### src/rtl/base_aqueue.sv
// base_aqueue: multi-entry valid/ready elastic buffer with occupancy, flush and optional zero-qualified output
//   clk     : rising-edge clock
//   reset   : asynchronous active-low reset
//   i_flush : synchronous flush, discards all entries and any same-cycle push/pop
//   i_v/i_d/i_r : producer valid / data / ready
//   o_v/o_d/o_r : consumer valid / data / ready
//   count   : registered occupancy, 0..depth
module base_aqueue #(
  parameter int width = 1,
  parameter int depth = 2,
  parameter bit dq = 0,
  parameter int cw = $clog2(depth + 1)
) (
  input  logic             clk,
  input  logic             reset,
  input  logic             i_flush,
  input  logic             i_v,
  input  logic [0:width-1] i_d,
  output logic             i_r,
  output logic             o_v,
  output logic [0:width-1] o_d,
  input  logic             o_r,
  output logic [0:cw-1]    count
);
  localparam int aw = $clog2(depth);
  logic [0:width-1] mem [depth];
  logic [aw-1:0] wp, rp;
  logic [cw-1:0] cnt;
  logic push, pop;
  // ready looks only at registered occupancy and reset, never at o_r
  always_comb begin
    i_r = reset && (cnt != cw'(depth));
    o_v = cnt != '0;
    push = i_v & i_r;
    pop = o_v & o_r;
    o_d = dq ? (mem[rp] & {width{o_v}}) : mem[rp];
    count = cnt;
  end
  always_ff @(posedge clk or negedge reset)
    if (!reset) begin
      cnt <= '0;
      wp <= '0;
      rp <= '0;
    end else if (i_flush) begin
      cnt <= '0;
      wp <= '0;
      rp <= '0;
    end else begin
      if (push) wp <= (wp == aw'(depth - 1)) ? '0 : wp + aw'(1);
      if (pop) rp <= (rp == aw'(depth - 1)) ? '0 : rp + aw'(1);
      cnt <= cnt + cw'(push) - cw'(pop);
    end
  // storage is deliberately not reset
  always_ff @(posedge clk)
    if (push && !i_flush) mem[wp] <= i_d;
endmodule

### config.mk
export PLATFORM = sky130hd
export DESIGN_NAME = base_aqueue
export DESIGN_NICKNAME = d
export VERILOG_FILES = /design/src/rtl/base_aqueue.sv
export SDC_FILE = /design/constraint.sdc
export NUM_CORES = 1
export LEC_CHECK = 0
export ABC_AREA = 1
export CELL_PAD_IN_SITES_DETAIL_PLACEMENT = 0
export CELL_PAD_IN_SITES_GLOBAL_PLACEMENT = 2
export CORE_AREA = 10 10 47 49
export CTS_BUF_LIST = sky130_fd_sc_hd__clkbuf_8
export CTS_CLUSTER_SIZE = 12
export DETAILED_ROUTE_END_ITERATION = 6
export DIE_AREA = 0 0 57 59
export HOLD_SLACK_MARGIN = 0.05
export PLACE_DENSITY_LB_ADDON = 0.05
export SLEW_MARGIN = 20
export SYNTH_ARGS = -nofsm -noshare
export SYNTH_HDL_FRONTEND = slang
export SYNTH_SLANG_ARGS = --single-unit
### constraint.sdc
create_clock -name clk -period 2.37 [get_ports clk]
set_input_delay 0.237 -clock clk [delete_from_list [all_inputs] [get_ports clk]]
set_output_delay 0.237 -clock clk [all_outputs]
set_load 0.01 [all_outputs]
==> flow_summary.toml, run 1 <==
[timing]
fin_ws_ns = 0.481
finalSetupTns_ns = 0
fmax_ghz = 0.529
clock_skew_ns = 0.000425
max_slew_margin = 0.802
holdWs_ns = 0.268
slew_viol_final = 0
worst_slew_pin_slew_ns = 0.297
hold_viol = 0
rsz0062_at_grt = "false"
fin_crit_ns = 1.89
finalSetupViolations = 0
finalCritPeriodShare = 0.797

[cells_and_area]
nets = 65
drive_above_1_share = 0.107
diodes = 0
n_fill_cell = 162
final_common_cell = "nand2_1"
mostFrequentLayoutCells = "nand2_1, inv_1, clkdlybuf4s50_1"
area_growth_pct = 49.4

[global_routing]
grt_pass1_wl_mm = 1.32
grt_pass1_vias = 341
overflow = 0
antenna_found_initial = 0
grtUsageTotal = 0.0502
grt_max_degree = 8

[detailed_routing]
routed_via_density = 4.04
drc_errors = 0
drt-initial-drc-count = 4
dr_total_vias = 291
drt_wl_total_microns = 722
drtAntennaViolNets = 0
wire_per_inst_microns = 10.0
drt-pass1-iter-count = 3

[synthesis]
synth_xor_area_frac = 0
synth_top_area_cell = "dfrtp_1"
synth_adder_area_share = 0.0749
postSynthCellCount = 42
synth_nets = 50
muxShareOfSynthArea = 0
synth_top_area_frac = 0.300
yosys.area_share.simple = 0.296
avgSynthCellArea_sq_um = 7.95
synth_cell_types = 13
netlist_top_cells_area = "dfrtp_1, edfxtp_1, nand2_1"
ys.warnings.count = 0
synth_compound_area_frac = 0.0375
ys_seq_area_frac = 0.479
syn_area_sq_um = 334
synth_top_family_by_area = "simple AND/OR/NAND/NOR gates"
ys_seq_elements = 6

[clocking]
cts_sinks = 6
holdBufCountCts = 0
cts_buffer_depth = 2
cts.repair.resized = 0
cts.clk_slew.worst_paths_ns = 0.04
cts_tree = "done"
cts_setup_buffers = 0
numCtsBuffers = 3
worstSkewPairLatency_ns = 0.22
clockRootBuffer = "clkbuf_8"
htreeDepth = 1

[worst_setup_path]
slowest_delay_ns = 0.64
worstPathMaxFanout = 7
slowest_stage = "clkdlybuf4s50_1"
crit_buf_inv = 2
critPathTopFamily = "buffers and inverters"
crit_top_cell = "clkdlybuf4s50_1"
cp-start-kind = "input port"
end_kind = "output port"
critPathKind = "in -> out"
required_ns = 2.13
path_cells = "clkdlybuf4s50_1 -> a21boi_0 -> clkdlybuf4s50_1"
worstPathArrival_ns = 1.65

[place]
place_congestion = 0.668
preCtsSetupSlack_ns = 0.450
io_buffers = 10
dpl.hpwl_microns = 603

[power]
switching_share = 0.334
pwr-share-seq = 0.288
ir_worst_vdd_mv = 0.357
total_power_w = 0.000532
combPwrFrac = 0.418
p_int_w = 0.000355
pwr_density_cell_mw_per_mm2 = 1070
netSwitchingPower_w = 0.000178
leakagePower_nw = 0.262
clockPowerShare = 0.294

[die]
initial_core_util = 0.238
die_x_microns = 57
io_pins = 11
core_area_sq_mm = 0.00140
die_area_sq_mm = 0.00336
fp.dieH_microns = 59
rows = 14

[hold_path]
hold_path.class = "in -> async"

[status]
status = "complete, no violations"

[flow_run]
maxCapViolations = 0
## power by group through the flow
stage	registers, W	clock network [W]	logic, W
finish	0.000153	0.000156	0.000223
global route	0.000158	0.000162	0.000259
CTS	0.000154	0.000160	0.000229
floorplan	0.000158	0	0.000116
detailed placement	0.000155	0	0.000228
global placement	0.000154	0	0.000229
## sequential cells by signal (all words and copies together) (netlist names)
| register | count |
|---|---|
| count | 2 |
| mem | 2 |
| rp | 1 |
| wp | 1 |
## Yosys cell counts (all sizes together)
master,n
nand2,13
inv,10
dfrtp,4
nor2,4
nand3,3
edfxtp,2
ha,2
nand4,2
a21boi,1
a21oi,1
## cell families after synthesis
| logic type | after synthesis |
|---|---|
| compound gates | 2 |
| fa+ha+maj | 2 |
| buf+inv | 10 |
| flops | 6 |
| simple gates | 22 |
## final timing paths
check	start	slack, ns	depth (start not counted)	endpoint
min in group clk	rp	0.52	2	rp
hold reg to reg	rp	0.52	2	rp
hold / removal	reset	0.27	1	wp
setup reg to reg	count[1]	0.91	9	count[0]
max in group asynchronous	reset	1.88	1	count[1]
setup / recovery	reset	0.48	3	i_r
## metal layers
metal  wire (microns)  share of wire  vias up  track usage
met5                0              0        -            0
met1              339           0.47      125       0.0490
met2              335           0.46        6       0.0837
met4                0              0        0       0.0302
li1                 -              -      160            -
met3               47          0.065        0       0.0258
## area by class of cell
type	count	area [sq um]	share of cell area
clock inverters	1	3.75	0.00752
well taps	16	20.0	0.0401
multi-input cells	26	136	0.273
repair buffers	10	100	0.201
flip-flops and latches	6	160	0.321
clock buffers	3	41.3	0.0827
inverters	10	37.5	0.0752
## worst register-to-register path: cells and delay by family, from the launching register on
kind,cells,cell delay [ns]
simple gates,3,0.22
buf+inv,3,0.20
fa+ha+maj,2,0.44
compound gates,1,0.11
flops,1,0.39
## stage by stage
step           utilization  cell area, sq um  cells
2_1_floorplan            -               334     42
3_3_place_gp         0.324               454     68
3_5_place_dp         0.324               454     68
4_1_cts              0.356               499     72
5_1_grt              0.356               499     72
6_report             0.356               499     72
Note: power is estimated with default switching activity, not from simulation.
==> run 2: changes to the inputs <==
--- a/config.mk
+++ b/config.mk
@@ -8,11 +8,11 @@
 export ABC_AREA = 1
 export CELL_PAD_IN_SITES_DETAIL_PLACEMENT = 0
 export CELL_PAD_IN_SITES_GLOBAL_PLACEMENT = 2
-export CORE_AREA = 10 10 47 49
+export CORE_MARGIN = 10
+export CORE_UTILIZATION = 24
 export CTS_BUF_LIST = sky130_fd_sc_hd__clkbuf_8
 export CTS_CLUSTER_SIZE = 12
 export DETAILED_ROUTE_END_ITERATION = 6
-export DIE_AREA = 0 0 57 59
 export HOLD_SLACK_MARGIN = 0.05
 export PLACE_DENSITY_LB_ADDON = 0.05
 export SLEW_MARGIN = 20
==> constraint.sdc (replaced) <==
create_clock -name clk -period 2 [get_ports clk]
set_input_delay 0.2 -clock clk [delete_from_list [all_inputs] [get_ports clk]]
set_output_delay 0.2 -clock clk [all_outputs]
set_load 0.01 [all_outputs]
==> run 2 against run 1 <==
Via count rose by 4.8%. Largest power group unchanged. Combinational power grew 21%. Final cell count did not move. Critical path depth unchanged.
==> flow_summary.toml, run 2 (synthesis results as in run 1) <==
[worst_setup_path]
r2r_start = "count[1]"
cp-start-kind = "input port"
worstPathArrival_ns = 1.56
critPathKind = "in -> out"
crit_top_cell = "clkdlybuf4s50_1"
r2r_end = "count[0]"
reg2reg_depth = 10
worstPathMaxFanout = 5
end_kind = "output port"
slowest_stage = "clkdlybuf4s50_1"
required_ns = 1.80
slowest_delay_ns = 0.59
reg2reg_slack_ns = 0.52
path_cells = "clkdlybuf4s50_1 -> a21boi_0 -> clkdlybuf4s50_1"

[clocking]
cts.clk_slew.worst_paths_ns = 0.04
cts_setup_buffers = 0
numCtsBuffers = 3
worstSkewPairLatency_ns = 0.22
cts.repair.resized = 0
clockRootBuffer = "clkbuf_8"
cts_sinks = 6
htreeDepth = 1
cts_buffer_depth = 2
holdBufCountCts = 0
cts_tree = "done"

[global_routing]
grtUsageTotal = 0.0559
antenna_found_initial = 0
grt_pass1_wl_mm = 1.35
grt_pass1_vias = 337
grt_max_degree = 6
overflow = 0

[detailed_routing]
routed_via_density = 4.24
drt_wl_total_microns = 793
drc_errors = 0
drtAntennaViolNets = 0
wl_met3_microns = 57
drt-initial-drc-count = 2
drt-pass1-iter-count = 2
met2_length_microns = 382
dr_total_vias = 305
wl_met1_microns = 330
wire_per_inst_microns = 11.0
top_layer = "met4"

[timing]
fin_ws_ns = 0.241
fin_crit_ns = 1.76
finalCritPeriodShare = 0.880
worst_slew_pin_slew_ns = 0.234
fmax_ghz = 0.568
clock_skew_ns = 0.00177
finalSetupViolations = 0
finalSetupTns_ns = 0
hold_viol = 0
slew_viol_final = 0
rsz0062_at_grt = "false"
max_slew_margin = 0.843

[place]
place_inst = 68
dpl.hpwl_microns = 660
preCtsSetupSlack_ns = 0.214
place_congestion = 0.681
io_buffers = 10

[cells_and_area]
fin_cells = 72
area_growth_pct = 51.3
final_common_cell = "nand2_1"
nets = 66
mostFrequentLayoutCells = "nand2_1, inv_1, clkdlybuf4s50_1"
diodes = 0
drive_above_1_share = 0.123

[power]
total_power_w = 0.000639
pwr_density_cell_mw_per_mm2 = 1260
pwr-share-seq = 0.285
ir_worst_vdd_mv = 0.525
netSwitchingPower_w = 0.000217
switching_share = 0.339
leakagePower_nw = 0.267
combPwrFrac = 0.421
clockPowerShare = 0.294
p_int_w = 0.000422

[die]
fp.dieH_microns = 57.3
core_area_sq_mm = 0.00130
die_x_microns = 57.3
rows = 13
io_pins = 11
die_area_sq_mm = 0.00328
initial_core_util = 0.257

[hold_path]
hold_path.class = "in -> async"

[status]
status = "complete, no violations"

[flow_run]
maxCapViolations = 0
run 2: cell count changes in the layout (fill, tap and decap cells not counted):
cell	before	now
buf_4	0	1
run 2: worst max-delay path by stage:
stage / endpoint / depth (start not counted) / start / slack [ns]
2_1_floorplan: count[0] / 9 / count[1] / 0.56
3_3_place_gp: count[0] / 8 / reset / 0.26
3_5_place_dp: count[0] / 8 / reset / 0.21
4_1_cts: i_r / 3 / reset / 0.22
5_1_grt: i_r / 3 / reset / 0.17
6_report: i_r / 3 / reset / 0.24
run 2: stage by stage:
stage	area, sq um	hold slack [ns]	util
floorplan	334	-0.0956	-
global placement	460	0.421	0.354
detailed placement	460	0.442	0.354
CTS	505	0.203	0.388
global route	505	0.207	0.388
finish	505	0.201	0.388
run 2: final cells by class:
type                            instances  area [sq um]
Inverter                               10          37.5
Sequential cell                         6           160
Clock inverter                          1          3.75
Timing Repair Buffer                   11           108
Tap cell                               15          18.8
Fill cell                             131           796
Clock buffer                            3          41.3
Multi-Input combinational cell         26           136
run 2: power by group through the flow:
stage	sequential [W]	clock [W]	combinational, W
floorplan	0.000187	0	0.000137
detailed placement	0.000184	0	0.000274
global placement	0.000183	0	0.000272
finish	0.000182	0.000188	0.000269
global route	0.000187	0.000201	0.000300
CTS	0.000183	0.000195	0.000275
run 2: layer usage:
layer / track usage / up-vias
li1: - / 161
met1: 0.0503 / 132
met2: 0.0806 / 8
met3: 0.0332 / 4
met4: 0.0638 / 0
met5: 0 / -
run 2: worst max-delay path, delay by kind of cell:
kind | cells | cell delay [ns]
AO/OA/AOI/OAI | 1 | 0.20
buffers and inverters | 2 | 1.15
